### config.mk
export PLATFORM = sky130hd
export DESIGN_NAME = memory_stage
export DESIGN_NICKNAME = d
export VERILOG_FILES = /design/src/rtl/memory_stage.sv
export SDC_FILE = /design/constraint.sdc
export NUM_CORES = 1
export LEC_CHECK = 0
export CAP_MARGIN = 15
export CORE_AREA = 2 2 190 192
export CTS_CLUSTER_DIAMETER = 80
export CTS_CLUSTER_SIZE = 10
export DETAILED_ROUTE_END_ITERATION = 16
export DIE_AREA = 0 0 192 194
export PLACE_DENSITY = 0.73
export SETUP_SLACK_MARGIN = 0.02
export SLEW_MARGIN = 10
export SYNTH_ARGS = -nofsm -noshare
export SYNTH_HDL_FRONTEND = slang
export SYNTH_SLANG_ARGS = --single-unit
### constraint.sdc
create_clock -name clk_i -period 9.2 [get_ports clk_i]
set_clock_uncertainty 0.05 [all_clocks]
set_input_delay 2.76 -clock clk_i [delete_from_list [all_inputs] [get_ports clk_i]]
set_output_delay 2.76 -clock clk_i [all_outputs]
set_load 0.1 [all_outputs]
### src/rtl/memory_stage.sv
// Memory stage of a Y86-64 pipeline: M register plus a handshaked data-memory
// access FSM (IDLE/REQ/WAIT/DONE) with an ack-wait timeout.
module memory_stage #(
  parameter int DMEM_BYTES = 65536,
  parameter int MAX_WAIT   = 15
) (
  input  logic        clk_i,
  input  logic        rst_i,
  input  logic        stall_i,
  input  logic        bubble_i,
  input  logic [3:0]  icode_i,
  input  logic [2:0]  stat_i,
  input  logic [63:0] valE_i,
  input  logic [63:0] valA_i,
  input  logic [3:0]  dstE_i,
  input  logic [3:0]  dstM_i,
  input  logic        cnd_i,
  output logic        dmem_req_o,
  output logic        dmem_we_o,
  output logic [63:0] dmem_addr_o,
  output logic [63:0] dmem_wdata_o,
  input  logic [63:0] dmem_rdata_i,
  input  logic        dmem_ack_i,
  output logic [3:0]  icode_o,
  output logic [2:0]  stat_o,
  output logic [63:0] valE_o,
  output logic [63:0] valM_o,
  output logic [3:0]  dstE_o,
  output logic [3:0]  dstM_o,
  output logic        busy_o
);

  localparam logic [3:0] INOP    = 4'h1;
  localparam logic [3:0] ICMOVQ  = 4'h2;
  localparam logic [3:0] IRMMOVQ = 4'h4;
  localparam logic [3:0] IMRMOVQ = 4'h5;
  localparam logic [3:0] ICALL   = 4'h8;
  localparam logic [3:0] IRET    = 4'h9;
  localparam logic [3:0] IPUSHQ  = 4'hA;
  localparam logic [3:0] IPOPQ   = 4'hB;
  localparam logic [3:0] RNONE   = 4'hF;

  localparam logic [2:0] STAT_RESET  = 3'd0;
  localparam logic [2:0] STAT_OK     = 3'd1;
  localparam logic [2:0] STAT_ADR    = 3'd2;
  localparam logic [2:0] STAT_BUBBLE = 3'd5;

  localparam int CW = $clog2(MAX_WAIT + 1);

  typedef enum logic [1:0] {S_IDLE, S_REQ, S_WAIT, S_DONE} state_t;

  state_t          r_state, w_next;
  logic [3:0]      r_icode, r_dstE, r_dstM;
  logic [2:0]      r_stat;
  logic [63:0]     r_valE, r_valA, r_valM;
  logic [CW-1:0]   r_cnt;
  logic            r_timeout, r_served;
  logic            w_rd, w_wr, w_legal, w_mem_ok, w_start, w_adr_fault;
  logic            w_upd, w_wait_last;
  logic [63:0]     w_addr;

  // M register: reset > hold (busy/stall) > bubble > load
  always_ff @(posedge clk_i) begin
    if (rst_i) begin
      r_icode <= INOP;
      r_stat  <= STAT_RESET;
      r_valE  <= '0;
      r_valA  <= '0;
      r_dstE  <= RNONE;
      r_dstM  <= RNONE;
    end else if (w_upd && bubble_i) begin
      r_icode <= INOP;
      r_stat  <= STAT_BUBBLE;
      r_valE  <= '0;
      r_valA  <= '0;
      r_dstE  <= RNONE;
      r_dstM  <= RNONE;
    end else if (w_upd) begin
      r_icode <= icode_i;
      r_stat  <= stat_i;
      r_valE  <= valE_i;
      r_valA  <= valA_i;
      r_dstE  <= (icode_i == ICMOVQ && !cnd_i) ? RNONE : dstE_i;
      r_dstM  <= dstM_i;
    end
  end

  assign w_upd       = !(busy_o || stall_i);
  assign w_rd        = (r_icode == IMRMOVQ) || (r_icode == IPOPQ) || (r_icode == IRET);
  assign w_wr        = (r_icode == IRMMOVQ) || (r_icode == IPUSHQ) || (r_icode == ICALL);
  assign w_addr      = (r_icode == IPOPQ || r_icode == IRET) ? r_valA : r_valE;
  assign w_legal     = ({1'b0, w_addr} + 65'd7) < 65'(DMEM_BYTES);
  assign w_mem_ok    = (w_rd || w_wr) && (r_stat == STAT_OK);
  // r_served stops a held (stalled) instruction from being accessed twice
  assign w_start     = w_mem_ok && w_legal && !r_served;
  assign w_adr_fault = w_mem_ok && !w_legal;
  assign w_wait_last = (r_cnt == CW'(MAX_WAIT - 1));

  always_ff @(posedge clk_i) begin
    if (rst_i) r_state <= S_IDLE;
    else       r_state <= w_next;
  end

  always_comb begin
    w_next = r_state;
    unique case (r_state)
      S_IDLE: if (w_start) w_next = S_REQ;
      S_REQ:  w_next = dmem_ack_i ? S_DONE : S_WAIT;
      S_WAIT: if (dmem_ack_i || w_wait_last) w_next = S_DONE;
      S_DONE: w_next = S_IDLE;
      default: w_next = S_IDLE;
    endcase
  end

  always_comb begin
    dmem_req_o = (r_state == S_REQ);
    dmem_we_o  = (r_state == S_REQ) && w_wr;
    busy_o     = (r_state == S_REQ) || (r_state == S_WAIT) ||
                 ((r_state == S_IDLE) && w_start);
  end

  always_ff @(posedge clk_i) begin
    if (rst_i || r_state != S_WAIT) r_cnt <= '0;
    else                            r_cnt <= r_cnt + CW'(1);
  end

  // Access results live until the M register takes its next instruction
  always_ff @(posedge clk_i) begin
    if (rst_i || w_upd) begin
      r_valM    <= '0;
      r_timeout <= 1'b0;
      r_served  <= 1'b0;
    end else begin
      if ((r_state == S_REQ || r_state == S_WAIT) && dmem_ack_i && w_rd)
        r_valM <= dmem_rdata_i;
      if (r_state == S_WAIT && !dmem_ack_i && w_wait_last)
        r_timeout <= 1'b1;
      if (r_state == S_DONE)
        r_served <= 1'b1;
    end
  end

  assign dmem_addr_o  = w_addr;
  assign dmem_wdata_o = r_valA;
  assign icode_o      = r_icode;
  assign stat_o       = (r_timeout || w_adr_fault) ? STAT_ADR : r_stat;
  assign valE_o       = r_valE;
  assign valM_o       = w_rd ? r_valM : 64'd0;
  assign dstE_o       = r_dstE;
  assign dstM_o       = r_dstM;

endmodule

==> impl_results.md <==
- Status: complete, no violations
- Filler cells: roughly 3400
- Worst min-delay path category: reg2reg
- Yosys top cell by area: dfxtp_1
- Layout cells sized above 1: under 10%
- Initial core utilization: 36.2%
- Post-CTS Setup Bufs: 0
- Pleak: roughly 6.2 nW
- Final worst-path cycle share: roughly 88%
- Share of the synthesized area in the top cell type: between 30% and 40%
- Sequential share of power: roughly 33%
- Syn nets: approximately 1900
- Syn Std Cell Area: ~13000 sq um
- CTS tree: done
- GPL Wtd Cong: approximately 0.94
- Antenna Nets Post-Route: 0
- Post-synth EDFFs: 0
- Total Power: about 0.0032 W
- CTS-repair resized insts: 0
- Die Wd: 192 microns
- Maximum capacitance violations: 0
- Final core utilization: around 52%
- Post-synth cell types: 73
- Psw: ~0.0014 W
- Final TNS setup: 0 ns
- Site row count: 69
- RSZ-0062 raised after global routing: no
- Avg Cell Area, Syn: 7.72 sq um
- PD cells: 175 nW/um^2
- Vias/cell: ~5.8
- CP arrival: around 5.3 ns
- CTS Hold Bufs: 0
- Post-Layout Cell Count: ~2500
- Gr usage total: 28.2%
- Reg clk slew, reported paths: around 0.06 ns
- Vias in the first global route: roughly 14000
- Post-Synthesis Cells: roughly 1600
- Num CTS Buffers: 25
- Worst-Skew Late Latency: 0.55 ns
- Root Buffer: clkbuf_16
- Synth Warn #: 0
- Antenna violations before repair: 4
- Area grow syn2layout: 44.9%
- Clk buf depth: 3
- Final Hold Viols: 0
- Total internal power: 0.00181 W
- Buffers on Ports: between 400 and 500
- First drt pass iteration count: 7
- Commonest cells after routing, fill and taps aside: clkdlybuf4s50_1, nand2_1, dfxtp_1
- Commonest non-fill, non-tap cell in the layout: clkdlybuf4s50_1
- Reg area: around 4300 sq um
- CTS H-tree depth: 1
- Max_slew headroom: 21.5%
- Core area: 35200 sq um
- Combinational power share: 39.7%
- CP required: 6.39 ns
- I/O pin count: between 400 and 500
- Final setup vio count: 0
- CP Capture Type: output port
- Crit Path Class: reg2out
- Post-layout minimum cycle time: ~8.1 ns
- DPL Wire Length: 40100 microns
- Actual slew at the worst max-slew pin: ~1.2 ns
- Die area: roughly 37000 sq um
- Peak VDD IR: 0.148 mV
- Dpl cells: about 2500
- Clock Power Share: a little over a quarter
- Final net count: roughly 2300
- Register bit total from synthesis: around 220
- Sequential share of the synthesized area: between 30 and 40%
- Max Fclk: approximately 120 MHz
- Die Y: slightly below 200 microns
- Drt drc: 0
- Grt ovf: 0
- Synth area leaders: dfxtp_1, nand4b_1, nand2_1
- Post-synth ARST share: 0%
- Via count of the routed design: ~15000
- Multi-input logic area: a little under 8000 sq um
- DR WL/cell: 22.0 microns
- Sink Count: about 220
- First-pass GRT wire length: ~83000 microns
- Largest net degree at the start of global routing: 110
- Final WL: 55100 microns
- Crit path max fanout: 52
- Switching share of power: about 44%
- Synth Flop Type: dfxtp_1
- DR iter-0 viols: 1126
- Worst Setup Start Kind: flip-flop
- Slew Viols, Final: 0
worst max-delay path, cell delays in order (launching register included):
cell and delay, ns:
dfxtp_1 0.53, and3b_4 0.44, buf_4 0.54, mux2_2 0.32, o221ai_1 0.36, nor4b_1 0.73, mux2i_1 0.26, a21oi_1 0.11
nor4b_1 0.44, nand4_1 0.14, buf_4 0.31, nand2b_1 0.32, buf_12 0.22
registers in the layout, indices dropped and copies added (netlist names):
register      flops
icode_o           4
r_served          1
valE_o           64
r_cnt             4
r_valM           64
dstE_o            4
r_state           2
dmem_wdata_o     64
r_stat            3
r_timeout         1
dstM_o            4
synth_stat cells, types with 5 or more instances:
master	n
nor4b_1	6
and4_1	12
o31ai_2	9
inv_1	41
nor4_1	21
a21boi_0	5
xnor2_1	15
nand2b_1	6
nor2_1	45
or4_1	15
buf_1	13
a31oi_1	7
or2_2	6
ha_1	6
nand4b_1	126
and3_1	24
o22ai_1	9
o211ai_1	8
clkbuf_1	90
buf_2	29
o21ai_0	140
a211oi_1	6
buf_6	5
o221ai_1	6
mux2i_1	44
dfxtp_1	215
nand2_1	248
nand4_1	32
a21oi_2	40
mux2_2	12
nand3_1	40
a22oi_1	5
nor3b_1	12
o21ai_1	5
a21oi_1	168
and2_1	69
nor3_1	41
final timing paths:
kind | start | endpoint | slack, ns | depth (start not counted)
max | icode_o[0] | busy_o | 1.06 | 12
min | r_valM[59] | r_valM[59] | 0.40 | 2
max reg2reg | icode_o[0] | r_valM[60] | 3.02 | 13
min reg2reg | r_valM[59] | r_valM[59] | 0.40 | 2
power groups by stage:
stage	clock network [W]	registers, W	logic [W]
floorplan	0	0.00138	0.000568
global placement	0	0.00108	0.00127
detailed placement	0	0.00108	0.00127
CTS	0.000903	0.00106	0.00127
global route	0.000932	0.00107	0.00133
finish	0.000886	0.00106	0.00128
through the flow:
stage | hold WS, ns | setup slack, ns | instance area, sq um
finish | 0.402 | 1.06 | 18500
global route | 0.426 | 0.685 | 18400
CTS | 0.404 | 1.12 | 18400
detailed placement | 0.395 | 1.76 | 17700
global placement | 0.388 | 1.83 | 17700
floorplan | 0.380 | 0.723 | 12700
area by class of cell:
class | count | area share, %
multi-input cells | 1252 | 41.8
repair buffers | 503 | 27.3
flip-flops and latches | 215 | 23.3
clock buffers | 27 | 3.43
well taps | 461 | 3.13
inverters | 41 | 0.834
clock inverters | 2 | 0.136
diodes | 3 | 0.0407
kinds of logic (layout without fill, tap and decap cells):
group / count (synthesis) / after routing / synth area share [%]
buffers and inverters: 182 / 573 / 6.02
muxes: 56 / 56 / 4.52
adders and majority gates: 6 / 6 / 0.589
DFF: 215 / 215 / 33.8
xor gates and xnor gates: 18 / 18 / 1.24
AOI/OAI and AO/OA: 449 / 449 / 21.5
other: 0 / 3 / 0
and+or+nand+nor: 723 / 723 / 32.4
routing by layer:
layer  global-route usage, %  wire length [microns]
met4                    9.13                   1960
met2                    47.3                  26300
met3                    5.47                   4620
met1                    36.2                  22300
met5                       0                     16
No activity file was read; power rests on OpenSTA's default activity.
